--- src/rtl/hazard_scoreboard.sv ---
// ID-stage hazard scoreboard: per-register countdown until a result is forwardable.
// Optional stall-cycle counter enabled by HAZARD_SB_PERF_EN.
module hazard_scoreboard #(
  parameter int NREGS = 8,
  parameter int REG_W = 3,
  parameter int LAT_W = 2
) (
  input  logic             clk,
  input  logic             rst_n,
  input  logic             id_valid,
  input  logic [REG_W-1:0] id_rs,
  input  logic             id_rs_used,
  input  logic [REG_W-1:0] id_rd,
  input  logic             id_rd_used,
  input  logic             id_wr,
  input  logic [LAT_W-1:0] id_lat,
  input  logic             hold,
  input  logic             flush,
  input  logic             stat_clr,
  output logic             stall,
  output logic             issue,
  output logic [NREGS-1:0] busy,
  output logic [15:0]      stall_cycles
);

  logic rs_hit;
  logic rd_hit;

  assign rs_hit = id_rs_used & busy[id_rs];
  assign rd_hit = id_rd_used & busy[id_rd];
  assign stall  = id_valid & (rs_hit | rd_hit);
  assign issue  = id_valid & ~stall & ~hold & ~flush;

  // r0 is hardwired zero and never becomes busy
  assign busy[0] = 1'b0;

  for (genvar r = 1; r < NREGS; r++) begin : g_reg
    logic [LAT_W-1:0] cnt_q;
    logic             load;

    assign load = issue & id_wr & (id_rd == REG_W'(r));

    always_ff @(posedge clk or negedge rst_n) begin
      if (!rst_n) begin
        cnt_q <= '0;
      end else if (!hold) begin
        if (load) begin
          cnt_q <= id_lat;
        end else if (cnt_q != '0) begin
          cnt_q <= cnt_q - LAT_W'(1);
        end
      end
    end

    assign busy[r] = |cnt_q;
  end

`ifdef HAZARD_SB_PERF_EN
  logic [15:0] stall_cnt_q;

  always_ff @(posedge clk or negedge rst_n) begin
    if (!rst_n) begin
      stall_cnt_q <= '0;
    end else if (stat_clr) begin
      stall_cnt_q <= '0;
    end else if (stall && !hold && stall_cnt_q != 16'hFFFF) begin
      stall_cnt_q <= stall_cnt_q + 16'd1;
    end
  end

  assign stall_cycles = stall_cnt_q;
`else
  logic unused_stat_clr;

  assign unused_stat_clr = stat_clr;
  assign stall_cycles    = 16'h0;
`endif

endmodule

--- config.mk ---
export PLATFORM = sky130hd
export DESIGN_NAME = hazard_scoreboard
export DESIGN_NICKNAME = d
export VERILOG_FILES = /design/src/rtl/hazard_scoreboard.sv
export SDC_FILE = /design/constraint.sdc
export NUM_CORES = 1
export LEC_CHECK = 0
export BUFFER_PORTS_ARGS = -buffer_cell sky130_fd_sc_hd__buf_2
export CAP_MARGIN = 5
export CORE_ASPECT_RATIO = 1.75
export CORE_MARGIN = 3
export CORE_UTILIZATION = 55
export DETAILED_ROUTE_END_ITERATION = 7
export HOLD_SLACK_MARGIN = 0.03
export PLACE_DENSITY = 0.83
export SYNTH_ARGS = -nofsm -noshare
export SYNTH_HDL_FRONTEND = slang
export SYNTH_SLANG_ARGS = --single-unit
--- constraint.sdc ---
create_clock -name clk -period 5.3 [get_ports clk]
set_input_delay 0.265 -clock clk [delete_from_list [all_inputs] [get_ports clk]]
set_output_delay 0.265 -clock clk [all_outputs]
set_load 0.03 [all_outputs]
==> summary.md, run 1 <==
| Metric | Value |
|---|---|
| Run status | `finished clean` |
| Synthesized-area fraction occupied by ao, oa, aoi and oai cells | `between 20 and 25%` |
| Least-Margin Pin Slew | `about 0.94 ns` |
| Type of origin of the critical path | `flip-flop` |
| Part of the power in registers | `24.1%` |
| Global-route wire length before repair | `roughly 5200 um` |
| CP Max Fanout | `18` |
| Antenna diode count | `0` |
| Clock edge transition at the registers on the reported setup and hold paths | `0.06 ns` |
| Wirelength per Cell | `15.0 um` |
| Number of enable flip-flop cells after synthesis | `0` |
| Num CTS Buffers | `3` |
| Fill count | `227` |
| Async set-reset flop share out of synthesis | `between 90% and 100%` |
| Number of antenna violations at the first check in global routing | `0` |
| Pleak | `0.809 nW` |
| Post-placement cell area | `1450 um^2` |
| Peak ir drop on the vdd network | `226 uV` |
| CP Data Required Time | `5.04 ns` |
| Max reg flops | `14` |
| Shortest period the worst path allows | `3.16 ns` |
| Number of instances resized during post-cts repair | `0` |
| Part of the Yosys area used for sequential elements | `25.2%` |
| Remaining routing DRC violations | `0` |
| CTS max path bufs | `2` |
| Initial DRT Pass Iterations | `4` |
| Library cell with the largest summed area after synthesis | `sky130_fd_sc_hd__dfrtp_1` |
| Final non-filler cell total | `218` |
| Final Instance Area | `1500 um^2` |
| Top register by number of flip-flops | `g.cnt_q` |
| Met1 Resource Use GR | `23.6%` |
| Gr usage total | `21.1%` |
| Highest-utilization routing layer at the global route stage | `met2` |
| DIE HEIGHT | `72.5 um` |
| Switching fraction of total power | `around 48%` |
| Max-cap violations | `0` |
| TritonCTS clock tree | `done` |
| Final setup viols | `0` |
| Sw Pwr | `362 uW` |
| Number of placed I/O pins | `43` |
| Clock Skews | `0.00208 ns` |
| Post-synthesis area per instance | `8.13 um^2` |
| Pwr dens | `506 nW/um^2` |
| Critical path type | `flip-flop to output pin` |
| Post-Route Setup TNS | `0 ns` |
| Pin count of the biggest net entering global routing | `25` |
| Registers with the most flip-flops | `g.cnt_q (14)` |
| H-Tree Level Count | `1` |
| Fraction of layout instances using a drive strength above 1 | `22.8%` |
| Yosys top cell area share | `between 20 and 30%` |
| Number of endpoints with negative hold slack in the final report | `0` |
| Main area contributors after synthesis | `sky130_fd_sc_hd__dfrtp_1 (25%), sky130_fd_sc_hd__a211oi_2 (12%), sky130_fd_sc_hd__buf_4 (9.2%), sky130_fd_sc_hd__nand2_1 (8.4%), sky130_fd_sc_hd__a22oi_1 (7.6%)` |
| Element type at the critical path end | `output pin` |
| Worst EP arrival | `about 2.9 ns` |
| Detailed Route Iter0 Violations | `20` |
| Via count | `1243` |
| Yosys warns | `0` |
| Global routing usage on met3 | `3.47%` |
| Post-Synth Simple-Gate Area | `23.4%` |
| Setup repair after global routing missed its margin | `false` |
| Post-layout nets | `219` |
| Final standard cell utilization of the core | `63.5%` |
| Adder-cell area share of the yosys netlist | `between 6 and 7%` |
| Final Routed Wirelength | `3270 um` |
| Met2 usage | `38.0%` |
| Max transition margin | `37.4%` |
| Drt via density | `5.70` |
| Gate count of the mapped netlist | `171` |
| Cell count after placement | `214` |
| P_int | `396 uW` |
| Period utilization | `59.6%` |
| Cell area after synthesis | `1390 um^2` |
| Share of total power in the clock network | `about an eighth` |
| Fmax | `316 MHz` |
| Combinational family with the most area after synthesis | `simple AND/OR/NAND/NOR gates` |
| Count of final max-slew check failures | `0` |
| Synth Area in XOR/XNOR | `0%` |
| Multi-input gate area in the final layout | `between 800 and 900 um^2` |
| Number of distinct library cell variants in the gate-level netlist after synthesis | `27` |
| Flop and latch count out of synthesis | `14` |
| DP HPWL | `2510 um` |
| Post-synthesis mux area share | `4.68%` |
| Ys flop type | `sky130_fd_sc_hd__dfrtp_1` |
| ANT nets after route | `0` |
| Standard cell core area | `2360 um^2` |
| Gate power share | `64.2%` |
| Register area | `350 um^2` |
| Layout Area Growth over Synthesis | `7.83%` |
| Clock root buffer | `sky130_fd_sc_hd__clkbuf_8` |
| IO buf count | `24` |
| Clock latency on the worst-skew pair | `0.24 ns` |
| Hold WC Path Type | `input port to asynchronous set/reset pin` |
| Full die area | `3190 um^2` |
| Last weighted congestion value of the routability-driven placer | `0.813` |
| Die extent in x | `44.0 um` |
| Clock Sink Count | `14` |
| Initial Utilization | `58.9%` |
| Number of rows created at floorplan | `23` |
| Overall overflow remaining after global route | `0` |
| Number of global-route vias before repair | `1192` |
## power groups by stage
| stage | clock network [mW] | registers (mW) | logic (mW) |
|---|---|---|---|
| after floorplan | 0 | 0.179 | 0.400 |
| after global placement | 0 | 0.183 | 0.456 |
| after detailed placement | 0 | 0.185 | 0.486 |
| after CTS | 0.0908 | 0.182 | 0.488 |
| after global routing | 0.0937 | 0.189 | 0.543 |
| final | 0.0888 | 0.183 | 0.487 |
## worst paths after layout
kind / startpoint / to / slack (ns) / depth (start not counted)
worst max-delay path: g_reg[2].cnt_q[0] / issue / 2.14 / 8
worst min-delay path: rst_n / g_reg[2].cnt_q[0] / 0.45 / 2
worst max register to register: g_reg[2].cnt_q[0] / g_reg[4].cnt_q[0] / 2.61 / 8
worst min register to register: g_reg[5].cnt_q[1] / g_reg[5].cnt_q[1] / 0.56 / 2
max in group asynchronous: rst_n / g_reg[3].cnt_q[1] / 4.60 / 2
min in group clk: id_lat[0] / g_reg[4].cnt_q[0] / 0.50 / 3
## critical path: stages, from the launching register on
cell and delay, ns:
sky130_fd_sc_hd__dfrtp_1 0.37, sky130_fd_sc_hd__inv_1 0.11, sky130_fd_sc_hd__ha_1 0.28, sky130_fd_sc_hd__mux2i_1 0.10, sky130_fd_sc_hd__a211o_1 0.29, sky130_fd_sc_hd__a32oi_1 0.77, sky130_fd_sc_hd__buf_4 0.35, sky130_fd_sc_hd__and2_1 0.17
sky130_fd_sc_hd__buf_2 0.20
## timing repair
item	in CTS	in global routing
hold endpoints to repair	14	0
buffers inserted	0	0
hold buffers	1	0
## logic make-up after synthesis
group                      count (synthesis)
other                                      1
muxes                                      4
DFF                                       14
and+or+nand+nor                           68
AOI/OAI and AO/OA                         31
adders and majority gates                  7
buffers and inverters                     46
## through the flow
step	total power, mW	hold slack [ns]	worst slack (ns)
finish	0.758	0.451	2.14
global route	0.826	0.481	1.96
CTS	0.761	0.464	2.19
detailed placement	0.670	0.187	2.45
global placement	0.639	0.191	2.54
floorplan	0.579	-0.0306	3.14
## synth_stat cells (2+ instances only)
cell and count:
sky130_fd_sc_hd__mux4_2 2, sky130_fd_sc_hd__nor4_1 3, sky130_fd_sc_hd__nor3_1 4, sky130_fd_sc_hd__nand2_1 31, sky130_fd_sc_hd__and3_1 13, sky130_fd_sc_hd__a22oi_1 14
sky130_fd_sc_hd__mux2i_1 2, sky130_fd_sc_hd__inv_1 23, sky130_fd_sc_hd__dfrtp_1 14, sky130_fd_sc_hd__buf_4 17, sky130_fd_sc_hd__nor2_1 9, sky130_fd_sc_hd__buf_2 3
sky130_fd_sc_hd__a211oi_2 13, sky130_fd_sc_hd__ha_1 7, sky130_fd_sc_hd__nor3b_1 2, sky130_fd_sc_hd__and2_1 3
## final cells by class
type,instances,share of cell area [%]
Clock buffer,3,2.75
Inverter,23,5.76
Multi-Input combinational cell,127,56.8
Sequential cell,14,23.4
Tap cell,25,2.09
Timing Repair Buffer,26,9.18
## cell usage in the layout, fill, tap and decap left out, types with 2 or more instances in the layout
| master | n |
|---|---|
| sky130_fd_sc_hd__a211oi_2 | 13 |
| sky130_fd_sc_hd__a22oi_1 | 14 |
| sky130_fd_sc_hd__and2_1 | 3 |
| sky130_fd_sc_hd__and3_1 | 13 |
| sky130_fd_sc_hd__buf_2 | 24 |
| sky130_fd_sc_hd__clkbuf_8 | 3 |
| sky130_fd_sc_hd__conb_1 | 17 |
| sky130_fd_sc_hd__dfrtp_1 | 14 |
| sky130_fd_sc_hd__ha_1 | 7 |
| sky130_fd_sc_hd__inv_1 | 23 |
| sky130_fd_sc_hd__mux2i_1 | 2 |
| sky130_fd_sc_hd__mux4_2 | 2 |
| sky130_fd_sc_hd__nand2_1 | 31 |
| sky130_fd_sc_hd__nor2_1 | 9 |
| sky130_fd_sc_hd__nor3_1 | 4 |
| sky130_fd_sc_hd__nor3b_1 | 2 |
| sky130_fd_sc_hd__nor4_1 | 3 |
## routing by layer
metal	part of all wire (%)	vias up	wire [um]
met5	0	-	0
met4	1.5	0	50
met3	4.3	6	141
met2	56	33	1820
met1	38	600	1250
li1	-	604	-
Note: power is estimated with default switching activity, not from simulation.
==> inputs of run 2 (changes only) <==
Settings changed: CORE_UTILIZATION 55 to 51, PLACE_DENSITY 0.83 to 0.78.
Clock period 5.3 ns to 3.2 ns, I/O delays scaled along.
==> run 2 against run 1 <==
Against the previous run: first-iteration DRC count is 20% higher; sequential share of layout area down 0.14 points; design area up 0.58%; routed wire length shrank 1.0%; clock skew grew 0.00096 ns; total power increased by 66%; sequential power up 66%.
==> summary.md, run 2 (same netlist as run 1, synthesis figures left out) <==
| Metric | Value |
|---|---|
| Delay of the slowest cell on the worst path | `0.38 ns (-0.39 ns)` |
| Most common library cell in the layout ignoring fill and taps | `sky130_fd_sc_hd__nand2_1` |
| Period utilization | `74.8%` |
| Part of the power in registers | `24.1% (about the same)` |
| Clock Skews | `0.00305 ns (+0.000961 ns)` |
| Via count | `1262 (+1.5%)` |
| Clock root buffer | `sky130_fd_sc_hd__clkbuf_8` |
| Fill count | `239 (+5.3%)` |
| Max stage delay cell, worst path | `sky130_fd_sc_hd__dfrtp_1` |
| Crit-path cells | `inv_1, ha_1, mux2i_1, a211o_1, a32oi_1, buf_4, and2_1, buf_2` |
| Antenna diode count | `0 (unchanged)` |
| Clock latency on the worst-skew pair | `0.25 ns (about the same)` |
| Critical path type | `flip-flop to output pin` |
| Number of endpoints with negative hold slack in the final report | `0 (unchanged)` |
| Max reg flops | `14 (unchanged)` |
| Global-route wire length before repair | `5180 um (-0.40%)` |
| H-Tree Level Count | `1 (unchanged)` |
| Worst Hold Slack | `0.349 ns (-0.102 ns)` |
| Detailed Route Iter0 Violations | `24 (+20%)` |
| DP HPWL | `2510 um (-0.15%)` |
| IO buf count | `24 (unchanged)` |
| Commonest non-fill, non-tap cells in the layout | `sky130_fd_sc_hd__nand2_1 (31), sky130_fd_sc_hd__buf_2 (24), sky130_fd_sc_hd__inv_1 (23)` |
| Max transition margin | `50.6% (+13 points)` |
| CP Data Required Time | `3.04 ns (-2.00 ns)` |
| Type of origin of the critical path | `flip-flop` |
| Wirelength per Cell | `14.7 um (-1.9%)` |
| Worst EP arrival | `2.23 ns (-0.66 ns)` |
| Number of rows created at floorplan | `24 (+4.3%)` |
| Top register by number of flip-flops | `g.cnt_q` |
| Initial Utilization | `54.5% (-4.4 points)` |
| Gr usage total | `20.2% (-0.93 points)` |
| Number of antenna violations at the first check in global routing | `0 (unchanged)` |
| Die extent in x | `45.5 um (+3.3%)` |
| Fmax | `418 MHz` |
| Shortest period the worst path allows | `about 2.4 ns` |
| Final Instance Area | `1510 um^2 (+0.58%)` |
| Pleak | `0.814 nW (+0.61%)` |
| Full die area | `3410 um^2 (+7.0%)` |
| Run status | `finished clean` |
| Setup repair after global routing missed its margin | `false` |
| Post-layout nets | `220 (+0.46%)` |
| Dominant delay contributor by cell family on the critical path | `compound AO/OA/AOI/OAI gates` |
| Last weighted congestion value of the routability-driven placer | `0.823 (+1.3%)` |
| Fraction of layout instances using a drive strength above 1 | `23.2% (+0.40 points)` |
| Post-placement cell area | `1460 um^2 (+0.61%)` |
| Drt via density | `5.74 (+0.61%)` |
| Clock edge transition at the registers on the reported setup and hold paths | `0.06 ns (about the same)` |
| Peak ir drop on the vdd network | `486 uV (+110%)` |
| Hold WC Path Type | `input port to asynchronous set/reset pin` |
| Number of instances resized during post-cts repair | `0 (unchanged)` |
| Element type at the critical path end | `output pin` |
| ANT nets after route | `0 (unchanged)` |
| Max-cap violations | `0 (unchanged)` |
| Number of global-route vias before repair | `1213 (+1.8%)` |
| Number of placed I/O pins | `43 (unchanged)` |
| Clock Sink Count | `14 (unchanged)` |
| Overall Power | `1.26 mW (+66%)` |
| Switching fraction of total power | `47.5% (-0.29 points)` |
| Remaining routing DRC violations | `0 (unchanged)` |
| Least-Margin Pin Slew | `0.734 ns (-0.206 ns)` |
| TritonCTS clock tree | `done` |
| Initial DRT Pass Iterations | `4 (unchanged)` |
| Registers with the most flip-flops | `g.cnt_q (14)` |
| DIE HEIGHT | `75.1 um (+3.5%)` |
| CP Max Fanout | `13 (-5)` |
| Final setup viols | `0 (unchanged)` |
| Standard cell core area | `2550 um^2 (+8.2%)` |
| P_int | `661 uW (+67%)` |
| Num CTS Buffers | `3 (unchanged)` |
| Share of total power in the clock network | `12.2% (+0.5 points)` |
| Count of final max-slew check failures | `0 (unchanged)` |
| Overall overflow remaining after global route | `0 (unchanged)` |
| CTS max path bufs | `2 (unchanged)` |
| Pin count of the biggest net entering global routing | `25 (unchanged)` |
| Layout Area Growth over Synthesis | `8.46%` |
| CP bufs+invs | `3 (unchanged)` |
| Pwr dens | `835 nW/um^2 (+65%)` |
| Gate power share | `63.7% (-0.5 points)` |
| Final Routed Wirelength | `3230 um (-1.0%)` |
| Post-Route Setup TNS | `0 ns (unchanged)` |
| Sw Pwr | `598 uW (+65%)` |
==> run 2: changes by cell type in the layout (fill, tap and decap cells not counted), sizes merged <==
cell	previous run	this run
buf	25	26
==> run 2: per-stage QoR <==
step                      utilization [%]  cells  setup WS (ns)
after floorplan                         -    187           1.15
after global placement               57.1    216           1.17
after detailed placement             57.1    216           1.09
after CTS                            59.1    220          0.820
after global routing                 59.1    220          0.682
final                                59.1    220          0.808
==> run 2: power groups by stage <==
stage | combinational, mW | sequential, mW | clock, mW
after floorplan | 0.662 | 0.297 | 0
after global placement | 0.763 | 0.302 | 0
after detailed placement | 0.807 | 0.306 | 0
after CTS | 0.809 | 0.303 | 0.155
after global routing | 0.904 | 0.312 | 0.157
final | 0.803 | 0.303 | 0.154
==> run 2: cell type report <==
class | count | area [um^2] | area share [%]
Multi-Input combinational cell | 127 | 852 | 56.5
Clock buffer | 3 | 41.3 | 2.74
Inverter | 23 | 86.3 | 5.73
Tap cell | 26 | 32.5 | 2.16
Timing Repair Buffer | 27 | 145 | 9.63
Sequential cell | 14 | 350 | 23.2
==> run 2: per-layer routing <==
metal	track usage [%]	up-vias	share of wire, %
met5	0	-	0
met3	1.67	8	4.5
li1	-	614	-
met1	23.7	607	39
met2	35.1	33	54
met4	10.1	0	2.6
==> run 2: timing repair <==
action | CTS | global route
buffers inserted | 0 | 0
hold endpoints to repair | 14 | 0
hold buffers | 1 | 0
setup endpoints to repair | 0 | 0
==> run 2: worst paths after layout <==
| path | start | endpoint | slack, ns | cells past startpoint |
|---|---|---|---|---|
| max | g_reg[2].cnt_q[0] | issue | 0.81 | 8 |
| min | rst_n | g_reg[1].cnt_q[0] | 0.35 | 2 |
| max reg2reg | g_reg[2].cnt_q[0] | g_reg[5].cnt_q[0] | 1.10 | 8 |
| min reg2reg | g_reg[3].cnt_q[1] | g_reg[3].cnt_q[1] | 0.56 | 2 |
| max in group asynchronous | rst_n | g_reg[6].cnt_q[0] | 2.59 | 2 |
| min in group clk | id_lat[0] | g_reg[4].cnt_q[0] | 0.40 | 3 |
==> inputs of run 3 (changes only) <==
Settings changed: CORE_UTILIZATION 51 to 46, PLACE_DENSITY 0.78 to 0.74.
Clock period 3.2 ns to 2.1 ns, I/O delays scaled along.
==> run 3 against run 2 <==
Against the previous run: hold slack lost 0.060 ns; non-clock buffer count is 15 higher; design area up 15%; die area up 9.7%; core utilization grew 3.2 points; sequential power rose by 60%; final cell count increased by 7.3%; clock power is 53% higher; largest power group unchanged.
==> summary.md, run 3 (same netlist as run 1, synthesis figures left out) <==
| Metric | Value |
|---|---|
| Run status | `finished clean` |
| Critical path type | `flip-flop to output pin` |
| Antenna diode count | `0 (unchanged)` |
| CP Data Required Time | `2.00 ns (-1.04 ns)` |
| Max-cap violations | `0 (unchanged)` |
| Clock edge transition at the registers on the reported setup and hold paths | `0.06 ns (about the same)` |
| Registers with the most flip-flops | `g.cnt_q (14)` |
| Fraction of layout instances using a drive strength above 1 | `40.2% (+17 points)` |
| Max stage delay cell, worst path | `sky130_fd_sc_hd__mux4_2` |
| Number of antenna violations at the first check in global routing | `0 (unchanged)` |
| Final non-filler cell total | `236 (+7.3%)` |
| Final setup viols | `0 (unchanged)` |
| Number of rows created at floorplan | `25 (+4.2%)` |
| Clock latency on the worst-skew pair | `0.25 ns (about the same)` |
| Via count | `1314 (+4.1%)` |
| Cell count after placement | `224 (+3.7%)` |
| Num CTS Buffers | `3 (unchanged)` |
| Fill count | `229 (-4.2%)` |
| Least-Margin Pin Slew | `0.684 ns (-0.0498 ns)` |
| IO buf count | `24 (unchanged)` |
| Clock root buffer | `sky130_fd_sc_hd__clkbuf_8` |
| Most common library cell in the layout ignoring fill and taps | `sky130_fd_sc_hd__nand2_1` |
| Clock Sink Count | `14 (unchanged)` |
| Critical register-to-register path startpoint | `g_reg[5].cnt_q[0]` |
| Global-route wire length before repair | `5710 um (+10%)` |
| DIE HEIGHT | `78.7 um (+4.9%)` |
| Clock Skews | `0.00203 ns (-0.00102 ns)` |
| Top register by number of flip-flops | `g.cnt_q` |
| CTS max path bufs | `2 (unchanged)` |
| Number of endpoints with negative hold slack in the final report | `0 (unchanged)` |
| Drt via density | `5.57 (-2.9%)` |
| Final Routed Wirelength | `3670 um (+14%)` |
| Slack of the worst reg-to-reg path | `0.05 ns (-1.05 ns)` |
| Number of global-route vias before repair | `1335 (+10%)` |
| Post-layout nets | `235 (+6.8%)` |
| Period utilization | `98.6%` |
| Max reg flops | `14 (unchanged)` |
| Shortest period the worst path allows | `around 2.1 ns` |
| TritonCTS clock tree | `done` |
| Post-Route Setup TNS | `0 ns (unchanged)` |
| Hold WC Path Type | `input port to asynchronous set/reset pin` |
| Worst setup startpoint | `g_reg[5].cnt_q[0]` |
| Peak ir drop on the vdd network | `665 uV (+37%)` |
| Full die area | `3740 um^2 (+9.7%)` |
| Commonest non-fill, non-tap cells in the layout | `sky130_fd_sc_hd__nand2_1 (30), sky130_fd_sc_hd__buf_2 (22), sky130_fd_sc_hd__conb_1 (17), sky130_fd_sc_hd__buf_4 (17)` |
| Pleak | `0.875 nW (+7.5%)` |
| CP Max Fanout | `6 (-7)` |
| Die extent in x | `47.6 um (+4.6%)` |
| Wirelength per Cell | `15.5 um (+5.8%)` |
| Worst flop-to-flop path endpoint | `g_reg[4].cnt_q[0]` |
| Remaining routing DRC violations | `0 (unchanged)` |
| CP bufs+invs | `3 (unchanged)` |
| Initial Utilization | `49.9% (-4.5 points)` |
| Detailed Route Iter0 Violations | `33 (+38%)` |
| Overall overflow remaining after global route | `0 (unchanged)` |
| Pwr dens | `1360 nW/um^2 (+63%)` |
| Initial DRT Pass Iterations | `4 (unchanged)` |
| Count of final max-slew check failures | `0 (unchanged)` |
| Max transition margin | `54.0% (+3.4 points)` |
| DP HPWL | `2640 um (+5.3%)` |
| Type of origin of the critical path | `flip-flop` |
| Pin count of the biggest net entering global routing | `24 (-4.0%)` |
| Number of placed I/O pins | `43 (unchanged)` |
| Gr usage total | `20.8% (+0.60 points)` |
| H-Tree Level Count | `1 (unchanged)` |
| R2r worst-path depth | `9 (+1)` |
| Delay of the slowest cell on the worst path | `0.45 ns (+0.07 ns)` |
| Crit-path cells | `inv_2, ha_4, mux4_2, nand2_2, a32oi_2, buf_4, and2_4, buf_6` |
| Setup repair after global routing missed its margin | `true` |
| Layout Area Growth over Synthesis | `24.8%` |
| Fmax | `between 400 and 500 MHz` |
| Element type at the critical path end | `output pin` |
| Last weighted congestion value of the routability-driven placer | `0.828 (+0.51%)` |
| Worst EP arrival | `1.97 ns (-0.26 ns)` |
| Standard cell core area | `2780 um^2 (+9.1%)` |
| ANT nets after route | `0 (unchanged)` |
| Dominant delay contributor by cell family on the critical path | `multiplexers` |
-- run 3: cell count changes in the layout (fill, tap and decap cells not counted), moves of 7 or more --
cell / change
sky130_fd_sc_hd__buf_4: +15
sky130_fd_sc_hd__inv_1: -14
sky130_fd_sc_hd__inv_2: +14
sky130_fd_sc_hd__ha_1: -7
sky130_fd_sc_hd__ha_4: +7
-- run 3: worst reg2reg max path, cell delays in order, from the launching register on --
cell and delay (ns):
sky130_fd_sc_hd__dfrtp_1 0.37, sky130_fd_sc_hd__inv_2 0.07, sky130_fd_sc_hd__ha_4 0.17, sky130_fd_sc_hd__mux4_2 0.46
sky130_fd_sc_hd__nand2_2 0.09, sky130_fd_sc_hd__a32oi_2 0.11, sky130_fd_sc_hd__buf_4 0.17, sky130_fd_sc_hd__buf_6 0.14
sky130_fd_sc_hd__and2_1 0.15, sky130_fd_sc_hd__a221oi_2 0.22
-- run 3: how the worst max path moves through the flow --
stage                                   end  slack [ns]  cells after the start
after floorplan                       stall        0.10                      7
after global placement    g_reg[4].cnt_q[0]        0.14                      8
after detailed placement              issue        0.01                      8
after CTS                             issue       0.001                      8
after global routing                  stall       -0.04                      8
final                                 issue        0.03                      8
-- run 3: area by class of cell --
cell class | instances | area [um^2] | area share, %
clock buffer | 3 | 41.3 | 2.38
inverter | 23 | 86.3 | 4.98
multi-input combinational | 127 | 952 | 54.9
sequential | 14 | 350 | 20.2
tap | 27 | 33.8 | 1.95
timing repair buffer | 42 | 270 | 15.6
-- run 3: timing repair --
action / in CTS / in global routing
hold endpoints to repair: 14 / 0
buffers inserted: 2 / 6
pin swaps: 3 / 8
setup endpoints to repair: 2 / 8
hold buffers: 1 / 0
resized for setup: 22 / 14
-- run 3: stage by stage --
step	instance area [um^2]	total power, mW	hold WS [ns]	utilization [%]	setup WS [ns]
2_1_floorplan	1450	1.46	-0.191	-	0.101
3_3_place_gp	1510	1.69	0.0323	54.2	0.144
3_5_place_dp	1510	1.79	0.0339	54.2	0.0132
4_1_cts	1640	2.16	0.306	58.9	0.00122
5_1_grt	1730	2.55	0.326	62.3	-0.0444
6_report	1730	2.35	0.289	62.3	0.0297
-- run 3: routing by layer --
metal	track usage [%]	vias to the layer above	part of all wire, %
met4	11.6	0	2.3
met2	35.5	53	55
met3	3.40	9	5.4
met5	0	-	0
met1	22.5	614	37
li1	-	638	-
-- run 3: power by group --
part / switching, mW / internal, mW
logic: 0.905 / 0.728
clock network: 0.108 / 0.128
registers: 0.0745 / 0.412
